## src/rtl/opr_fetch_decode_if.sv

```systemverilog
// Bus between the fetch/decode stage and its instruction memory and operand demux.
// The master side is the fetch/decode stage; the slave side is memory plus demux.
interface opr_fetch_decode_if #(
  parameter int unsigned PC_WIDTH  = 8,
  parameter int unsigned OPR_WIDTH = 8
);
  logic                 io_imem_req;
  logic [PC_WIDTH-1:0]  io_imem_addr;
  logic                 io_imem_valid;
  logic [15:0]          io_imem_data;
  logic [2:0]           io_OPR_sel;
  logic [OPR_WIDTH-1:0] io_operand;
  logic                 io_issue_valid;
  logic                 io_issue_ready;

  modport master (
    output io_imem_req,
    output io_imem_addr,
    input  io_imem_valid,
    input  io_imem_data,
    output io_OPR_sel,
    output io_operand,
    output io_issue_valid,
    input  io_issue_ready
  );

  modport slave (
    input  io_imem_req,
    input  io_imem_addr,
    output io_imem_valid,
    output io_imem_data,
    input  io_OPR_sel,
    input  io_operand,
    input  io_issue_valid,
    output io_issue_ready
  );
endinterface

```

## src/rtl/opr_fetch_decode.sv

```systemverilog
// Fetch/decode stage: fetches 16-bit words at the PC, executes NOP/JMP/HALT/illegal
// internally and issues WTR/INC/RESET/WTA operands to the demux over valid/ready.
module opr_fetch_decode #(
  parameter int unsigned PC_WIDTH  = 8,
  parameter int unsigned OPR_WIDTH = 8
) (
  input  logic                  clock,
  input  logic                  reset,
  input  logic                  io_start,
  opr_fetch_decode_if.master    bus_io,
  output logic [PC_WIDTH-1:0]   io_pc,
  output logic                  io_halted,
  output logic                  io_illegal
);

  typedef enum logic [2:0] {StIdle, StFetch, StDecode, StIssue, StHalted} state_e;
  typedef enum logic [2:0] {OpWtr, OpInc, OpRst, OpWta, OpNop, OpJmp, OpHalt, OpIll} opcode_e;

  localparam logic [2:0] SelNone = 3'd4;

  state_e               state_q, state_d;
  logic [PC_WIDTH-1:0]  pc_q, pc_d;
  logic [15:0]          ir_q, ir_d;
  logic [2:0]           sel_q, sel_d;
  logic [OPR_WIDTH-1:0] operand_q, operand_d;
  logic                 illegal_q, illegal_d;
  opcode_e              opcode;

  assign opcode = opcode_e'(ir_q[10:8]);

  // Bits above the opcode are don't-care unless a wide PC consumes them on JMP.
  logic unused_ir_hi;
  assign unused_ir_hi = ^ir_q[15:11];

  always_comb begin
    state_d   = state_q;
    pc_d      = pc_q;
    ir_d      = ir_q;
    sel_d     = sel_q;
    operand_d = operand_q;
    illegal_d = illegal_q;
    unique case (state_q)
      StIdle: begin
        if (io_start) state_d = StFetch;
      end
      StFetch: begin
        if (bus_io.io_imem_valid) begin
          ir_d    = bus_io.io_imem_data;
          pc_d    = pc_q + PC_WIDTH'(1);
          state_d = StDecode;
        end
      end
      StDecode: begin
        unique case (opcode)
          OpWtr, OpInc, OpRst, OpWta: begin
            sel_d     = ir_q[10:8];
            operand_d = OPR_WIDTH'(ir_q[7:0]);
            state_d   = StIssue;
          end
          OpNop:  state_d = StFetch;
          OpJmp: begin
            pc_d    = ir_q[PC_WIDTH-1:0];
            state_d = StFetch;
          end
          OpHalt: state_d = StHalted;
          OpIll: begin
            illegal_d = 1'b1;
            state_d   = StFetch;
          end
        endcase
      end
      StIssue: begin
        if (bus_io.io_issue_ready) begin
          sel_d     = SelNone;
          operand_d = '0;
          state_d   = StFetch;
        end
      end
      StHalted: begin
        if (io_start) state_d = StFetch;
      end
      default: state_d = StIdle;
    endcase
  end

  always_ff @(posedge clock) begin
    if (reset) begin
      state_q   <= StIdle;
      pc_q      <= '0;
      ir_q      <= '0;
      sel_q     <= SelNone;
      operand_q <= '0;
      illegal_q <= 1'b0;
    end else begin
      state_q   <= state_d;
      pc_q      <= pc_d;
      ir_q      <= ir_d;
      sel_q     <= sel_d;
      operand_q <= operand_d;
      illegal_q <= illegal_d;
    end
  end

  assign bus_io.io_imem_req    = (state_q == StFetch);
  assign bus_io.io_imem_addr   = pc_q;
  assign bus_io.io_OPR_sel     = sel_q;
  assign bus_io.io_operand     = operand_q;
  assign bus_io.io_issue_valid = (state_q == StIssue);
  assign io_pc                 = pc_q;
  assign io_halted             = (state_q == StHalted);
  assign io_illegal            = illegal_q;

endmodule

```

## src/flat_wrapper.sv

```systemverilog
// flat-port wrapper written by rule: the top's interface ports become plain ports
module opr_fetch_decode_flat 
#(
  parameter int unsigned PC_WIDTH  = 8,
  parameter int unsigned OPR_WIDTH = 8
)
  (clock, reset, io_start, io_pc, io_halted, io_illegal, bus_io_io_imem_req, bus_io_io_imem_addr, bus_io_io_imem_valid, bus_io_io_imem_data, bus_io_io_OPR_sel, bus_io_io_operand, bus_io_io_issue_valid, bus_io_io_issue_ready);
  opr_fetch_decode_if #(.PC_WIDTH(PC_WIDTH), .OPR_WIDTH(OPR_WIDTH)) bus_io_i ();
  input  logic clock;
  input  logic reset;
  input  logic io_start;
  output logic [PC_WIDTH-1:0] io_pc;
  output logic io_halted;
  output logic io_illegal;
  output wire logic [$bits(bus_io_i.io_imem_req)-1:0] bus_io_io_imem_req;
  output wire logic [$bits(bus_io_i.io_imem_addr)-1:0] bus_io_io_imem_addr;
  input wire logic [$bits(bus_io_i.io_imem_valid)-1:0] bus_io_io_imem_valid;
  input wire logic [$bits(bus_io_i.io_imem_data)-1:0] bus_io_io_imem_data;
  output wire logic [$bits(bus_io_i.io_OPR_sel)-1:0] bus_io_io_OPR_sel;
  output wire logic [$bits(bus_io_i.io_operand)-1:0] bus_io_io_operand;
  output wire logic [$bits(bus_io_i.io_issue_valid)-1:0] bus_io_io_issue_valid;
  input wire logic [$bits(bus_io_i.io_issue_ready)-1:0] bus_io_io_issue_ready;
  assign bus_io_io_imem_req = bus_io_i.io_imem_req;
  assign bus_io_io_imem_addr = bus_io_i.io_imem_addr;
  assign bus_io_i.io_imem_valid = bus_io_io_imem_valid;
  assign bus_io_i.io_imem_data = bus_io_io_imem_data;
  assign bus_io_io_OPR_sel = bus_io_i.io_OPR_sel;
  assign bus_io_io_operand = bus_io_i.io_operand;
  assign bus_io_io_issue_valid = bus_io_i.io_issue_valid;
  assign bus_io_i.io_issue_ready = bus_io_io_issue_ready;
  opr_fetch_decode #(.PC_WIDTH(PC_WIDTH), .OPR_WIDTH(OPR_WIDTH)) u_core (.clock(clock), .reset(reset), .io_start(io_start), .bus_io(bus_io_i), .io_pc(io_pc), .io_halted(io_halted), .io_illegal(io_illegal));
endmodule
```

## config.mk

```make
export PLATFORM = sky130hd
export DESIGN_NAME = opr_fetch_decode_flat
export DESIGN_NICKNAME = d
export VERILOG_FILES = /design/src/rtl/opr_fetch_decode_if.sv /design/src/rtl/opr_fetch_decode.sv /design/src/flat_wrapper.sv
export SDC_FILE = /design/constraint.sdc
export NUM_CORES = 1
export LEC_CHECK = 0
export ABC_CLOCK_PERIOD_IN_PS = 2260
export CORE_ASPECT_RATIO = 1.25
export CORE_MARGIN = 2
export CORE_UTILIZATION = 40
export DETAILED_ROUTE_END_ITERATION = 10
export PLACE_DENSITY = 0.71
export SYNTH_ARGS = -nofsm -noshare
export SYNTH_HDL_FRONTEND = slang
export SYNTH_SLANG_ARGS = --single-unit
```

## constraint.sdc

```tcl
create_clock -name clock -period 2.26 [get_ports clock]
set_input_delay 0.452 -clock clock [delete_from_list [all_inputs] [get_ports clock]]
set_output_delay 0.452 -clock clock [all_outputs]
set_load 0.1 [all_outputs]
```

==> results_tabular.tex <==
\begin{tabular}{lr}
\hline
Metric & Value \\
\hline
\multicolumn{2}{l}{\textbf{STA}} \\
Hold violation count in the final report & 0 \\
Headroom to the max-slew limit & 0.495 \\
Slew of the pin with the lowest slew margin & 0.752 ns \\
Clock Skew & 0.00709 ns \\
Final worst-path cycle share & 0.822 \\
Final setup violating endpoints & 0 \\
Highest Clock Rate & 0.539 GHz \\
Minimum period implied by the final worst setup slack & 1.86 ns \\
Max-slew violation count & 0 \\
TNS Setup & 0 ns \\
Setup repair after global routing missed its margin & false \\
\multicolumn{2}{l}{\textbf{Setup path}} \\
Critical Path RT & 1.81 ns \\
Critical Path Sink Type & primary output \\
Kind of start point of the critical path & register \\
Flop2flop setup slack & 0.46 ns \\
Endpoint of the lowest-slack register-to-register path & u\_core.bus\_io.io\_imem\_addr[1] \\
Launch point of the worst reg-to-reg path & u\_core.state\_q[2] \\
Path depth of the worst reg2reg path & 5 \\
Setup CP Type & register to primary output \\
Arrival time at the worst endpoint & 1.40 ns \\
Critical path peak fanout & 9 \\
\multicolumn{2}{l}{\textbf{Synthesis}} \\
Area fraction in compound gates after synthesis & 0.240 \\
Synthesized flop and latch total & 34 \\
Synthesized-area fraction occupied by xor and xnor cells & 0 \\
Post-synth net total & 213 \\
YS warnings & 0 \\
Average instance area after synthesis & 8.31 sq um \\
Portion of the post-synthesis area used by sequential elements & 0.429 \\
Post-synthesis instance area & 1590 sq um \\
Instance count of the mapped netlist & 191 \\
Multiplexer area fraction after synthesis & 0.00630 \\
Count of distinct cell types in the synthesized netlist & 42 \\
Post-synthesis adder-cell area fraction & 0.00788 \\
Basic-gate share of the synthesized area counting and, or, nand and nor cells & 0.232 \\
Main combinational cell family by area after synthesis & compound AO/OA/AOI/OAI gates \\
\multicolumn{2}{l}{\textbf{Placed design}} \\
Half-perimeter wire length of the detailed placement result & 2.59 mm \\
IO Port Bufs & 46 \\
Final weighted congestion in routability-driven placement & 0.801 \\
\multicolumn{2}{l}{\textbf{Global routing}} \\
Global-route congestion overflow total & 0 \\
Global-route wire length before repair & 6.15 mm \\
Largest net degree at the start of global routing & 37 \\
Via count of the first global-routing pass & 1,319 \\
Initial antenna violation count & 0 \\
All-layer global routing usage & 0.182 \\
\multicolumn{2}{l}{\textbf{Final layout}} \\
Synth-to-layout area growth & 33.3\% \\
Final \#Nets & 252 \\
Ratio of cells with drive above 1 in the final layout & 0.229 \\
Antenna fix cells & 0 \\
Most common library cell in the layout ignoring fill and taps & dfxtp\_1 \\
Most used cells in the layout excluding fill and tap cells & 34 x dfxtp\_1, 33 x buf\_4, 29 x nand2\_1, 21 x a21oi\_1, 17 x nor2\_1 \\
Number of fillers in the final layout & 377 \\
\multicolumn{2}{l}{\textbf{Pwr}} \\
Power consumption & 1.35 mW \\
Peak supply drop & 0.000397 V \\
Total leakage power & 0.800 nW \\
Power density over the cells & 639 nW/um\^{}2 \\
\multicolumn{2}{l}{\textbf{Floorplanning}} \\
IO Count & 52 \\
Width of the die & 60.4 um \\
Die ar. & 4490 sq um \\
Num rows & 25 \\
Die Span Y & 74.4 um \\
Area inside the core boundary & 3780 sq um \\
Initial core utilization & 0.420 \\
\multicolumn{2}{l}{\textbf{Route}} \\
Violation count after the first detailed-routing iteration & 49 \\
Overall routed net length & 3.67 mm \\
Routed len/inst & 12.9 um \\
Number of vias after detailed routing & 1,454 \\
DRC Markers & 0 \\
Detail-routed via count per cell & 5.10 \\
Router iterations before antenna repair & 4 \\
Residual antenna-violating net count after detailed routing & 0 \\
\multicolumn{2}{l}{\textbf{Worst hold path}} \\
Worst min-delay path class & register to register \\
Hold Path Depth & 2 \\
End point of the worst hold path & u\_core.bus\_io.io\_OPR\_sel[2] \\
Launch instance of the worst min-delay path & u\_core.bus\_io.io\_OPR\_sel[2] \\
\multicolumn{2}{l}{\textbf{Clocking}} \\
Gates resized, CTS repair & 0 \\
Clock input transition at the sequential cells of the worst setup and hold paths & 0.07 ns \\
Clock tree from TritonCTS & yes \\
Maximum clock path buffer count & 2 \\
Post-CTS Setup Inserts & 0 \\
Root Buffer & clkbuf\_8 \\
Clock insertion delay at the later pin of the skew report & 0.28 ns \\
Inserted Clock Buffers & 5 \\
Clock tree sinks & 34 \\
\# H-tree levels & 2 \\
Hold buffer count at CTS & 0 \\
\multicolumn{2}{l}{\textbf{Run}} \\
Max-capacitance violation count & 0 \\
\multicolumn{2}{l}{\textbf{Status}} \\
Outcome & finished clean \\
\hline
\end{tabular}
==> cell families (layout without fill, tap and decap cells) <==
| group | after synthesis | after routing |
|---|---|---|
| AND/OR/NAND/NOR | 75 | 75 |
| flip-flops | 34 | 34 |
| AO/OA/AOI/OAI | 56 | 56 |
| multiplexers | 1 | 1 |
| buffers and inverters | 24 | 64 |
| adder cells (fa/ha/maj) | 1 | 1 |
==> critical path, cell delays in order (launching register included) <==
cell and delay, ns:
dfxtp_1 0.33, buf_4 0.16, nor2b_1 0.21, and2_1 0.23
buf_12 0.19
==> state kept, by name, indices dropped and copies added (netlist names) <==
name / cells
u_core.ir_q: 11
u_core.bus_io.io_imem_addr: 8
u_core.bus_io.io_operand: 8
u_core.bus_io.io_OPR_sel: 3
u_core.state_q: 3
u_core.io_illegal: 1
==> cell type report <==
cell class | instances | area (sq um) | share of cell area
flip-flops and latches | 34 | 681 | 0.322
clock buffers | 5 | 68.8 | 0.0325
clock inverters | 3 | 21.3 | 0.0101
well taps | 54 | 67.6 | 0.0319
multi-input cells | 133 | 785 | 0.371
repair buffers | 52 | 478 | 0.226
inverters | 4 | 15.0 | 0.00710
==> Yosys cell counts (all sizes together) <==
master	number	area [sq um]
a221oi	1	15.0
o21ai	10	50.0
o31a	1	8.76
o21a	1	7.51
o22ai	1	6.26
o32ai	1	8.76
a21o	2	15.0
inv	4	15.0
a311oi	1	15.0
nor2b	1	6.26
nor3	4	20.0
buf	13	92.6
and2	7	43.8
nand4bb	1	11.3
nand3	3	15.0
mux2i	1	10.0
a21oi	21	105
nand2b	2	12.5
a2111oi	1	8.76
nor2	19	81.3
nand3b	1	7.51
and4	1	8.76
a211oi	1	12.5
a22oi	11	82.6
a211o	1	8.76
dfxtp	34	681
clkbuf	7	26.3
or3b	1	11.3
nand4	1	6.26
a41oi	1	8.76
and3	1	6.26
o31ai	2	28.8
nand2	29	109
ha	1	12.5
nor3b	4	30.0
==> report_power, final <==
group	switching [mW]	internal, mW
clock	0.231	0.216
combinational	0.171	0.0922
sequential	0.0244	0.617
==> stage by stage <==
stage          utilization  hold WS (ns)  instance area [sq um]  std cells  worst slack (ns)
2_1_floorplan            -         0.445                   1600        191             0.202
3_3_place_gp         0.535         0.452                   2030        277             0.256
3_5_place_dp         0.535         0.456                   2030        277             0.236
4_1_cts              0.559         0.466                   2120        285             0.398
5_1_grt              0.559         0.495                   2120        285             0.331
6_report             0.559         0.468                   2120        285             0.403
==> routing by layer <==
| metal | track usage | vias to the layer above | share of wire |
|---|---|---|---|
| li1 | - | 738 | - |
| met1 | 0.249 | 677 | 0.48 |
| met2 | 0.280 | 37 | 0.48 |
| met3 | 0.0417 | 2 | 0.034 |
| met4 | 0.0667 | 0 | 0.0093 |
| met5 | 0 | - | 0 |
==> worst max-delay path by stage <==
| stage | start | to | slack (ns) | cells after the start |
|---|---|---|---|---|
| 6_report | u_core.state_q[1] | bus_io_io_issue_valid | 0.40 | 4 |
| 5_1_grt | u_core.state_q[1] | bus_io_io_issue_valid | 0.33 | 4 |
| 4_1_cts | u_core.state_q[1] | bus_io_io_issue_valid | 0.40 | 4 |
| 3_5_place_dp | bus_io_io_issue_ready | u_core.bus_io.io_operand[0] | 0.24 | 5 |
| 3_3_place_gp | bus_io_io_issue_ready | u_core.bus_io.io_operand[6] | 0.26 | 5 |
| 2_1_floorplan | u_core.state_q[1] | u_core.ir_q[0] | 0.20 | 6 |
No activity file was read; power rests on OpenSTA's default activity.
